**src/rtl/uart_periph.sv**
```systemverilog
// uart_periph: memory-mapped 8N1 UART with TX/RX registers, status flags and level IRQ
//
// Ports:
//   clk    system clock, rising edge
//   reset  asynchronous active-high reset
//   rd/wr  bus read/write strobes
//   addr   bus byte address (window 0x40000018..0x40000020)
//   wdata  bus write data
//   rdata  combinational read data, 0 when not reading this window
//   rx     asynchronous serial input, idle high
//   tx     registered serial output, idle high
//   IRQ    (TX_DONE & TX_IRQ_EN) | (RX_DONE & RX_IRQ_EN)
module uart_periph #(
  parameter int CLK_FREQ = 50000000,
  parameter int BAUD = 9600
) (
  input  logic        clk,
  input  logic        reset,
  input  logic        rd,
  input  logic        wr,
  input  logic [31:0] addr,
  input  logic [31:0] wdata,
  output logic [31:0] rdata,
  input  logic        rx,
  output logic        tx,
  output logic        IRQ
);
  localparam int DIV = CLK_FREQ / BAUD;
  localparam int CW = $clog2(DIV);
  localparam logic [CW-1:0] TOP = CW'(DIV - 1);
  localparam logic [CW-1:0] HALF = CW'(DIV / 2 - 1);
  typedef enum logic [1:0] {IDLE, START, DATA, STOP} st_t;
  st_t ts, ts_n, rs, rs_n;
  logic [CW-1:0] tc, tc_n, rc, rc_n;
  logic [2:0] ti, ti_n, ri, ri_n;
  logic [7:0] txd, txd_n, rxd, sh, sh_n;
  logic tx_n, tx_fin, tx_acc, busy;
  logic s1, s2, rp, rx_ok, rx_fe;
  logic ten, ren, rxdone, txdone, fe, ovr;
  logic sel_txd, sel_rxd, sel_con, con_wr, rxd_rd;
  logic unused;
  assign sel_txd = addr == 32'h40000018;
  assign sel_rxd = addr == 32'h4000001C;
  assign sel_con = addr == 32'h40000020;
  assign con_wr = wr & sel_con;
  assign rxd_rd = rd & sel_rxd;
  assign busy = ts != IDLE;
  assign tx_acc = wr & sel_txd & ~busy;
  assign unused = ^wdata[31:8];
  always_comb begin
    ts_n = ts;
    ti_n = ti;
    tx_fin = 1'b0;
    tc_n = (ts == IDLE || tc == TOP) ? '0 : tc + 1'b1;
    txd_n = tx_acc ? wdata[7:0] : txd;
    case (ts)
      IDLE:  if (tx_acc) ts_n = START;
      START: if (tc == TOP) begin
        ts_n = DATA;
        ti_n = '0;
      end
      DATA:  if (tc == TOP) begin
        ti_n = ti + 1'b1;
        if (ti == 3'd7) ts_n = STOP;
      end
      STOP:  if (tc == TOP) begin
        ts_n = IDLE;
        tx_fin = 1'b1;
      end
      default: ts_n = IDLE;
    endcase
    // tx is registered, so it follows the bit selected by the next state
    tx_n = ts_n == START ? 1'b0 : ts_n == DATA ? txd_n[ti_n] : 1'b1;
  end
  // rx counter counts down; sampling happens when it reaches zero,
  // first at mid start bit, then every DIV cycles
  always_comb begin
    rs_n = rs;
    ri_n = ri;
    sh_n = sh;
    rx_ok = 1'b0;
    rx_fe = 1'b0;
    rc_n = rc == '0 ? TOP : rc - 1'b1;
    case (rs)
      IDLE: begin
        rc_n = HALF;
        if (rp & ~s2) rs_n = START;
      end
      START: if (rc == '0) begin
        rs_n = s2 ? IDLE : DATA;
        ri_n = '0;
      end
      DATA: if (rc == '0) begin
        sh_n = {s2, sh[7:1]};
        ri_n = ri + 1'b1;
        if (ri == 3'd7) rs_n = STOP;
      end
      STOP: if (rc == '0) begin
        rs_n = IDLE;
        rx_ok = s2;
        rx_fe = ~s2;
      end
      default: rs_n = IDLE;
    endcase
  end
  always_ff @(posedge clk or posedge reset) begin
    if (reset) begin
      ts <= IDLE;
      tc <= '0;
      ti <= '0;
      txd <= '0;
      tx <= 1'b1;
      rs <= IDLE;
      rc <= '0;
      ri <= '0;
      sh <= '0;
      rxd <= '0;
      s1 <= 1'b1;
      s2 <= 1'b1;
      rp <= 1'b1;
      ten <= 1'b0;
      ren <= 1'b0;
      rxdone <= 1'b0;
      txdone <= 1'b0;
      fe <= 1'b0;
      ovr <= 1'b0;
    end else begin
      ts <= ts_n;
      tc <= tc_n;
      ti <= ti_n;
      txd <= txd_n;
      tx <= tx_n;
      rs <= rs_n;
      rc <= rc_n;
      ri <= ri_n;
      sh <= sh_n;
      s1 <= rx;
      s2 <= s1;
      rp <= s2;
      if (rx_ok) rxd <= sh;
      if (con_wr) begin
        ten <= wdata[0];
        ren <= wdata[1];
      end
      // flags: a completion event beats a simultaneous clear
      rxdone <= rx_ok | (rxdone & (~con_wr | wdata[2]) & ~rxd_rd);
      txdone <= tx_fin | (txdone & (~con_wr | wdata[3]));
      fe <= rx_fe | (fe & (~con_wr | wdata[5]));
      ovr <= (rx_ok & rxdone) | (ovr & (~con_wr | wdata[6]));
    end
  end
  assign rdata = !rd ? 32'h0 :
                 sel_txd ? {24'h0, txd} :
                 sel_rxd ? {24'h0, rxd} :
                 sel_con ? {25'h0, ovr, fe, busy, txdone, rxdone, ren, ten} : 32'h0;
  assign IRQ = (txdone & ten) | (rxdone & ren);
endmodule
```
**config.mk**
```make
export PLATFORM = sky130hd
export DESIGN_NAME = uart_periph
export DESIGN_NICKNAME = d
export VERILOG_FILES = /design/src/rtl/uart_periph.sv
export SDC_FILE = /design/constraint.sdc
export NUM_CORES = 1
export LEC_CHECK = 0
export ABC_AREA = 1
export BUFFER_PORTS_ARGS = -buffer_cell sky130_fd_sc_hd__clkbuf_2
export CAP_MARGIN = 5
export CORE_MARGIN = 4
export CORE_UTILIZATION = 54
export CTS_CLUSTER_SIZE = 16
export DETAILED_ROUTE_END_ITERATION = 12
export PLACE_DENSITY = 0.81
export SYNTH_ARGS = -nofsm -noshare
export SYNTH_HDL_FRONTEND = slang
export SYNTH_SLANG_ARGS = --single-unit
export TNS_END_PERCENT = 30
```
**constraint.sdc**
```tcl
create_clock -name clk -period 2.7 [get_ports clk]
set_clock_uncertainty 0.2 [all_clocks]
set_input_delay 0.27 -clock clk [delete_from_list [all_inputs] [get_ports clk]]
set_output_delay 0.27 -clock clk [all_outputs]
set_load 0.01 [all_outputs]
```
; ---- Word-level counts from Yosys, hierarchy flattened
; Cells that the tools add are included.
[classes]
addsub = 4
order_cmp = 1
eq_ne = 19
mux = 37
n_bitwise = 26
reduce_logical = 9
[op_table]
columns = cell, n
row1 = "32-bit by 31-bit equality test with 1-bit output, second input constant", 3
row2 = 13-bit two-way mux, 3
row3 = 8-bit two-way mux, 4
row4 = 2-bit two-way mux, 11
row5 = 2-bit case mux with 4 select lines, 2
row6 = "13-bit by 1-bit adder with 13-bit output, second input constant", 1
row7 = 1-bit bitwise AND, 13
row8 = "13-bit equality test, second input constant", 1
row9 = 13-bit zero test, 1
row10 = "13-bit by 1-bit subtractor with 13-bit output, second input constant", 1
row11 = 3-bit two-way mux, 4
row12 = 3-bit case mux with 2 select lines, 2
row13 = "2-bit equality test, second input constant", 5
row14 = "2-bit != test, second input constant", 5
row15 = 1-bit two-way mux, 9
row16 = 1-bit OR, 9
row17 = 7-bit two-way mux, 1
row18 = "3-bit by 1-bit adder with 3-bit output, second input constant", 2
row19 = "2-bit by 1-bit equality test with 1-bit output, second input constant", 3
row20 = "3-bit equality test, second input constant", 2
row21 = 5-bit AND reduction, 1
row22 = 2-bit zero test, 2
row23 = "3-bit by 4-bit < comparator with 1-bit output, second input constant", 1
row24 = 1-bit NOT, 4
row25 = 5 further kinds, 6
[totals]
register_bits = 70
inputBits = 69
out_inout_bits = 34
elab_cells = 115

; ---- Longest topological paths before layout
; Gate-level depths: netlist of the first run.
[depth]
ltp_word = 8
ltp_mapped = 18
depth_no_buf = 18

; ---- Least setup slack after synthesis of the first run
; OpenSTA, ideal clock, no wires.
[synth_timing]
kind = reg-to-reg
start = register tc[0]
end = register tx
setup_ns = 0.072
t_arrival_ns = 2.025
required_ns = 2.428
path_slack_ns = 0.402
stages_incl_launch_ff = 18
path_buffers = 0
synth_period_minus_slack_ns = 2.298
cell_sequence = dfrtp_1 ha_1 nand2_1 inv_1 nand2_1 inv_2 nand3_2 ha_1 o211ai_1 o21ai_0 inv_1 nand3_1 nand3_1 nand2_1 nand2_1 nand3_2 nand2_1 inv_1
[synth_via]
elab_chain_len = 7
word_cells_on_any_way = 14
cone_classes = eq/ne (3) / mux (11)
[synth_lines]
columns = item, line_no
row1 = start: declaration, 34  ; logic [CW-1:0] tc, tc_n, rc, rc_n;
row2 = start signal: assignment, 129  ; tc <= tc_n;
row3 = 13-bit equality test *, "58, 62"
row4 = "3-bit two-way mux, on equally long branches", "62, 58"
row5 = 3-bit case mux with 2 select lines *, 56  ; case (ts)
row6 = named net ti_n[0], 35  ; logic [2:0] ti, ti_n, ri, ri_n;
row7 = 1-bit binary-select mux with 3-bit select *, 73  ; tx_n = ts_n == START ? 1'b0 : ts_n == DATA ? txd_n[ti_n] : 1'b1;
row8 = 1-bit two-way mux (implied by the code) *, 73
row9 = 1-bit two-way mux * (2 in a row), 73
row10 = named net tx_n, 37  ; logic tx_n, tx_fin, tx_acc, busy;
row11 = end signal: assignment, 132  ; tx <= tx_n;
row12 = end: declaration, 25  ; output logic tx,
; The timed path passes the listed nets; every way through them passes the cells marked *. The select of a mux whose other input is x is not followed.
; A chain may end at the register's enable or synchronous reset.

; ---- Final worst setup path of the first run
[layout_timing]
start = register tc[0]
end = register tx
[layout_via]
elab_chain_len = 7
word_cells_on_any_way = 14
cone_classes = eq/ne (3) / mux (11)
[layout_lines]
columns = item, line_no
row1 = 13-bit equality test *, "58, 62, 66"
row2 = "3-bit two-way mux, on equally long branches", "62, 58"
row3 = 3-bit case mux with 2 select lines, 56
row4 = 1-bit binary-select mux with 3-bit select, 73
row5 = 1-bit two-way mux (implied by the code), 73
row6 = 1-bit two-way mux, 73
row7 = 1-bit two-way mux *, 73
row8 = named net tx_n, 37
; Marked as above.

==> results of run 1 <==
## timing repair
action,4_1_cts,5_1_grt
endpoints found under the setup margin,0,1
hold buffers,10,0
gates resized for setup,0,2
hold endpoints to repair,34,0
setup buffers,0,0
## worst min path at each step
stage                     start      to  slack (ps)  cells after the start
final                        wr  txd[3]         160                      5
after global routing         s1      s2         170                      0
after CTS                    wr  txd[3]         150                      5
after detailed placement     s1      s2         150                      0
after global placement    reset   tc[0]         150                      2
after floorplan              rx      s1          70                      0
## layout make-up
cell class | instances | area (sq um) | area share, %
Multi-Input combinational cell | 344 | 1831 | 39.59
Sequential cell | 70 | 1757 | 38.00
Timing Repair Buffer | 68 | 400.4 | 8.660
Inverter | 89 | 335.3 | 7.253
Clock buffer | 11 | 141.4 | 3.058
Tap cell | 99 | 123.9 | 2.679
Clock inverter | 5 | 35.03 | 0.7578
## power by group through the flow
stage                     Sequential, mW  Clock (mW)  Combinational, mW
after floorplan                     1.17           0              0.277
after global placement              1.17           0              0.337
after detailed placement            1.18           0              0.347
after CTS                           1.16       0.777              0.361
after global routing                1.17       0.826              0.414
final                               1.16       0.769              0.362
## metrics by stage
| stage | hold WS (ps) | util (%) | area [sq um] | instances | worst slack (ps) |
|---|---|---|---|---|---|
| after floorplan | 74.48 | - | 4125 | 532 | 402.4 |
| after global routing | 169.0 | 63.74 | 4623 | 686 | 21.34 |
| final | 163.5 | 63.74 | 4623 | 686 | 259.2 |
| after detailed placement | 148.8 | 59.93 | 4347 | 660 | 248.0 |
| after global placement | 146.8 | 59.93 | 4347 | 660 | 303.6 |
| after CTS | 149.4 | 63.74 | 4623 | 686 | 229.5 |
## flip-flops by register name, indices dropped and copies added, names as in the netlist, 2 cells and up, named ones only
| signal | cells |
|---|---|
| ti | 3 |
| txd | 8 |
| ts | 2 |
| sh | 8 |
| rxd | 8 |
| rc | 13 |
| tc | 13 |
| ri | 3 |
## kinds of logic after synthesis
| group | count (synthesis) | share of synthesized area [%] |
|---|---|---|
| simple gates | 230 | 27.20 |
| fa+ha+maj | 12 | 3.717 |
| buf+inv | 118 | 13.32 |
| flops | 70 | 43.49 |
| other cells | 1 | 0.09285 |
| xor+xnor | 9 | 1.952 |
| mux | 1 | 0.2788 |
| compound gates | 68 | 9.944 |
## worst min-delay path: stages
cell	delay (ps)
sky130_fd_sc_hd__clkbuf_2	100
sky130_fd_sc_hd__nand2_1	70
sky130_fd_sc_hd__inv_2	80
sky130_fd_sc_hd__nand3_1	110
sky130_fd_sc_hd__nand2_1	50
## cells in the mapped netlist (2+ instances only)
cell type	n	area share (%)
sky130_fd_sc_hd__nand2_1	98	9.1
sky130_fd_sc_hd__inv_1	69	6.4
sky130_fd_sc_hd__dfrtp_1	66	41
sky130_fd_sc_hd__nor2_1	43	4.0
sky130_fd_sc_hd__nand3_1	38	4.7
sky130_fd_sc_hd__o21ai_1	28	3.5
sky130_fd_sc_hd__buf_4	24	4.5
sky130_fd_sc_hd__inv_2	15	1.4
sky130_fd_sc_hd__a21oi_1	13	1.6
sky130_fd_sc_hd__ha_1	12	3.7
sky130_fd_sc_hd__nor3_1	11	1.4
sky130_fd_sc_hd__o211ai_1	9	1.7
sky130_fd_sc_hd__nand4_1	7	1.1
sky130_fd_sc_hd__nor2_2	7	1.1
sky130_fd_sc_hd__o221ai_1	6	1.3
sky130_fd_sc_hd__xor2_1	6	1.3
sky130_fd_sc_hd__nand2_2	5	0.77
sky130_fd_sc_hd__a31oi_1	4	0.62
sky130_fd_sc_hd__clkinv_1	4	0.37
sky130_fd_sc_hd__dfstp_2	4	2.6
sky130_fd_sc_hd__nor3b_1	4	0.74
sky130_fd_sc_hd__o21ai_0	4	0.50
sky130_fd_sc_hd__nand3_2	3	0.74
sky130_fd_sc_hd__nor2_4	3	0.84
sky130_fd_sc_hd__nor4_2	3	0.93
sky130_fd_sc_hd__xnor2_1	3	0.65
sky130_fd_sc_hd__buf_2	2	0.25
sky130_fd_sc_hd__clkbuf_1	2	0.19
sky130_fd_sc_hd__nor3_2	2	0.50
## metal layers
layer	vias up	global-route usage, %
met5	-	0
met4	0	6.731
met3	18	5.737
met2	100	36.52
met1	1672	26.94
li1	1743	-
==> flow_metrics.tcl, run 1 <==
set metrics [dict create \
    run_status "finished, final reports clean" \
    drt_drc_violations_left 0 \
    final.period_utilization_pct 90.40 \
    clk_pin_slew_worst_paths_ps 80 \
    synthesis.area_sq_um 4039 \
    drtPass1Iterations 5 \
    max_slew.worst_pin.slew_ps 630.5 \
    cts.sinks 70 \
    synth_cells 509 \
    synthDistinctLibCells 43 \
    chipHeight_um 94.49 \
    p_sw_mw 0.7022 \
    grt_max_degree 27 \
    cts_max_path_buffers 2 \
    worst_ep_arrival_time_ps 2550 \
    crit_required_ps 2810 \
    power_frac_seq_pct 50.6 \
    report.power.total_mw 2.289 \
    layout.cells.most_common_list "sky130_fd_sc_hd__nand2_1 (98), sky130_fd_sc_hd__inv_1 (67), sky130_fd_sc_hd__dfrtp_1 (66)" \
    path_delay_family "simple AND/OR/NAND/NOR gates" \
    tns_ps 0 \
    initial_antenna_violation_count 0 \
    io_pins 103 \
    numCtsBuffers 9 \
    dr_total_vias 3533 \
    fmax_ghz 0.4097 \
    rows 31 \
    worstHoldPathType "input port to flop" \
    routed-wl-met2_um 4617 \
    r2r_end "tx" \
    cp_cell_sequence "ha_1 -> nand2_1 -> inv_1 -> nand2_1 -> inv_2 -> nand3_2 -> ha_1 -> o211ai_1 -> o21ai_1 -> buf_4 -> nand3_1 -> nand3_1 -> nand2_1 -> nand2_1 -> nand3_2 -> nand2_1 -> inv_1" \
    cp_num_buf_inv 4 \
    yosysWarningCount 0 \
    rsz0062_at_grt "false" \
    postSynthRegisterBits 70 \
    core_region_area_sq_um 7253 \
    global_route.overflow_total 0 \
    worst_setup_path_start_kind "flop" \
    worst_r2r_startpoint "tc[0]" \
    crit_start "tc[0]" \
    final_nets 663 \
    dominantRegCellSynth "sky130_fd_sc_hd__dfrtp_1" \
    yosysSeqAreaShare_pct 43.49 \
    areaGrowthSynthToFinish_pct 14.47 \
    drive_above_1_share_pct 20.61 \
    route.final.wire_length_um 9153 \
    synth_area_per_cell_sq_um 7.935 \
    die-width_um 94.49 \
    comb_power_share_pct 15.8 \
    clock_tree_from_tritoncts "yes" \
    worst_path_largest_cell_delay_ps 370 \
    insertion_delay_ps 350 \
    switching_share_of_power_pct 30.68 \
    synth-async-reset-ratio_pct 100.0 \
    ctsHtreeMaxLevel 3 \
    crit_end "tx" \
    layout.cells.most_common "sky130_fd_sc_hd__nand2_1" \
    power_per_cell_area_nw_per_um2 495.0 \
    grt_first_pass_wirelength_um 15010 \
    vias_in_the_first_global_route 3383 \
    timing.reg2reg.setup_slack_ps 260 \
    clk_root_buffer_cell "sky130_fd_sc_hd__clkbuf_8" \
    final_period_minus_worst_setup_slack_ps 2441 \
    antenna-diode-count 0 \
    drv_cap 0 \
    headroom_to_the_max_slew_limit_pct 57.85 \
    worstSetupPathType "flop to flop" \
    detail_route.wl_per_cell_um 13.34 \
    clock_power_share_pct 33.6 \
    max-vdd-ir-drop_mv 0.4423 \
    final.fill_count 624 \
    synth-edff-count 0 \
    p_leak_nw 2.325 \
    drtAntennaViolNets 0 \
    dr.first_iter.drc_count 166 \
    cpMostUsedCell "sky130_fd_sc_hd__nand2_1" \
    dieArea_sq_um 8927 \
    crit_fanout 6 \
    finalSetupViolCount 0 \
    gp_congestion 0.8878 \
    hold_viol 0 \
    intPower_mw 1.586 \
    post_drt_via_cell_ratio 5.150 \
    wl_met1_um 3850 \
    tot_gr_track_use_pct 21.54 \
    dp_hpwl_um 6659 \
    critPathCaptureType "flop" \
    pins_over_their_slew_limit 0 \
    routed-wl-met3_um 519 \
    timing.critical_path.depth 17 \
    r2r_cells 17 \
    effective_utilization_at_floorplan_pct 55.68 \
    routed.top_layer "met4" \
    worst_path_max_delay_cell "sky130_fd_sc_hd__dfrtp_1" \
    portBuffers 54 \
]
Note: power is estimated with default switching activity, not from simulation.
==> run 2: changes to the inputs <==
--- a/config.mk
+++ b/config.mk
@@ -8,11 +8,13 @@
 export ABC_AREA = 1
 export BUFFER_PORTS_ARGS = -buffer_cell sky130_fd_sc_hd__clkbuf_2
 export CAP_MARGIN = 5
+export CELL_PAD_IN_SITES_DETAIL_PLACEMENT = 1
+export CELL_PAD_IN_SITES_GLOBAL_PLACEMENT = 2
 export CORE_MARGIN = 4
-export CORE_UTILIZATION = 54
+export CORE_UTILIZATION = 30
 export CTS_CLUSTER_SIZE = 16
 export DETAILED_ROUTE_END_ITERATION = 12
-export PLACE_DENSITY = 0.81
+export PLACE_DENSITY_LB_ADDON = 0.1
 export SYNTH_ARGS = -nofsm -noshare
 export SYNTH_HDL_FRONTEND = slang
 export SYNTH_SLANG_ARGS = --single-unit
==> flow_metrics.tcl, run 2 (same netlist as run 1, synthesis figures left out) <==
set metrics [dict create \
    run_status "finished, final reports clean" \
    fin_worst_hold_slack_ps 17.61 \
    final_period_minus_worst_setup_slack_ps 2430 \
    grt_first_pass_wirelength_um 17870 \
    antenna-diode-count 0 \
    route.final.wire_length_um 10310 \
    portBuffers 54 \
    worstSetupPathType "input port to output port" \
    max-vdd-ir-drop_mv 0.3284 \
    crit_required_ps 2230 \
    final.fill_count 1629 \
    final_nets 664 \
    rsz0062_at_grt "false" \
    global_route.overflow_total 0 \
    placement.setup.worst_slack_ps 208.1 \
    crit_fanout 6 \
    dpl_cell_area_sq_um 4478 \
    cp_num_buf_inv 4 \
    clk_pin_slew_worst_paths_ps 60 \
    worst_slack_ps 270.3 \
    power_per_cell_area_nw_per_um2 561.6 \
    worst_path_largest_cell_delay_ps 460 \
    critPathCaptureType "output port" \
    worst_setup_path_start_kind "input port" \
    gp_congestion 0.8138 \
    max_slew.worst_pin.slew_ps 698.3 \
    die-width_um 124.0 \
    dr_total_vias 3402 \
    tot_gr_track_use_pct 15.10 \
    tns_ps 0 \
    insertion_delay_ps 340 \
    initial_antenna_violation_count 0 \
    finish.utilization_pct 36.81 \
    worst_path_max_delay_cell "sky130_fd_sc_hd__nor4_2" \
    effective_utilization_at_floorplan_pct 30.62 \
    worst_ep_arrival_time_ps 1960 \
    cts_max_path_buffers 2 \
    numCtsBuffers 9 \
    detail_route.wl_per_cell_um 13.49 \
    ctsHtreeMaxLevel 3 \
    hold_viol 0 \
    finalSetupViolCount 0 \
    dr.first_iter.drc_count 127 \
    rows 42 \
    clk_root_buffer_cell "sky130_fd_sc_hd__clkbuf_16" \
    areaGrowthSynthToFinish_pct 20.20 \
    p_leak_nw 2.384 \
    chipHeight_um 124.0 \
    path_delay_family "simple AND/OR/NAND/NOR gates" \
    core_region_area_sq_um 13190 \
    drtAntennaViolNets 0 \
    post_drt_via_cell_ratio 4.453 \
    drive_above_1_share_pct 21.09 \
    drt_drc_violations_left 0 \
    cp_cell_sequence "clkbuf_2 -> inv_1 -> nand2_1 -> nor4_2 -> nand3_1 -> o221ai_1 -> o211ai_1 -> inv_1 -> clkbuf_2" \
    worstHoldPathType "input port to flop" \
    layout.cell_area.non_filler_sq_um 4855 \
    final.period_utilization_pct 89.99 \
    pins_over_their_slew_limit 0 \
    vias_in_the_first_global_route 3623 \
    drtPass1Iterations 4 \
    fmax_ghz 0.4116 \
    io_pins 103 \
    largest_registers_ranked_by_flip_flop_count "rc (13), tc (13)" \
    clock_tree_from_tritoncts "yes" \
    layout.cells.most_common "sky130_fd_sc_hd__nand2_1" \
    cts.sinks 70 \
    dp_hpwl_um 8123 \
    dieArea_sq_um 15380 \
    layout.cells.most_common_list "sky130_fd_sc_hd__nand2_1 (98), sky130_fd_sc_hd__inv_1 (68), sky130_fd_sc_hd__dfrtp_1 (66)" \
    drv_cap 0 \
    grt_max_degree 29 \
    headroom_to_the_max_slew_limit_pct 53.38 \
]
-- run 2: changes by cell type in the layout (fill, tap and decap cells not counted), sizes merged --
cell,change
inv,+2
clkinv,-4
bufinv,+1
clkbuf,-1
clkinvlp,+2
dlygate4sd3,-3
buf,+4
-- run 2: timing repair --
item	in CTS	in global routing
resized for setup	0	1
buffers inserted	0	1
hold buffers	7	0
setup endpoints to repair	0	1
hold endpoints to repair	31	0
-- run 2: path summary, 6_finish.rpt --
path	to	start	slack [ps]	cells past startpoint
worst max-delay path	rdata[2]	addr[0]	270	9
min in group asynchronous	txd[2]	reset	380	3
worst max register to register	tx	tc[0]	310	17
worst min register to register	s2	s1	160	0
worst min-delay path	ovr	wdata[6]	20	3
max in group asynchronous	tx	reset	1150	4
-- run 2: routing by layer --
| layer | track usage, % | part of all wire, % | vias to the layer above |
|---|---|---|---|
| li1 | - | - | 1739 |
| met1 | 19.61 | 49 | 1615 |
| met2 | 24.64 | 47 | 39 |
| met3 | 4.768 | 2.8 | 9 |
| met4 | 3.491 | 1.0 | 0 |
| met5 | 0 | 0 | - |
-- run 2: power breakdown --
part | internal [mW] | switching (mW)
Sequential | 1.10 | 0.0539
Clock | 0.721 | 0.478
Combinational | 0.126 | 0.244
-- run 2: layout make-up --
class                   count  area [sq um]  area share [%]
multi-input cells         344          1831           37.71
clock buffers              10         229.0           4.716
well taps                 176         220.2           4.536
repair buffers             69         412.9           8.505
flip-flops and latches     70          1757           36.19
inverters                  89         335.3           6.907
clock inverters             6         70.07           1.443
-- run 2: per-stage QoR --
step	instances	power [mW]
CTS	763	2.799
global placement	740	1.538
detailed placement	740	1.548
global route	764	2.913
finish	764	2.727
floorplan	532	1.442
-- run 2: tightest hold or removal path, delay by kind of cell --
kind,cells,cell delay (ps)
buffers and inverters,1,120
AO/OA/AOI/OAI,2,130
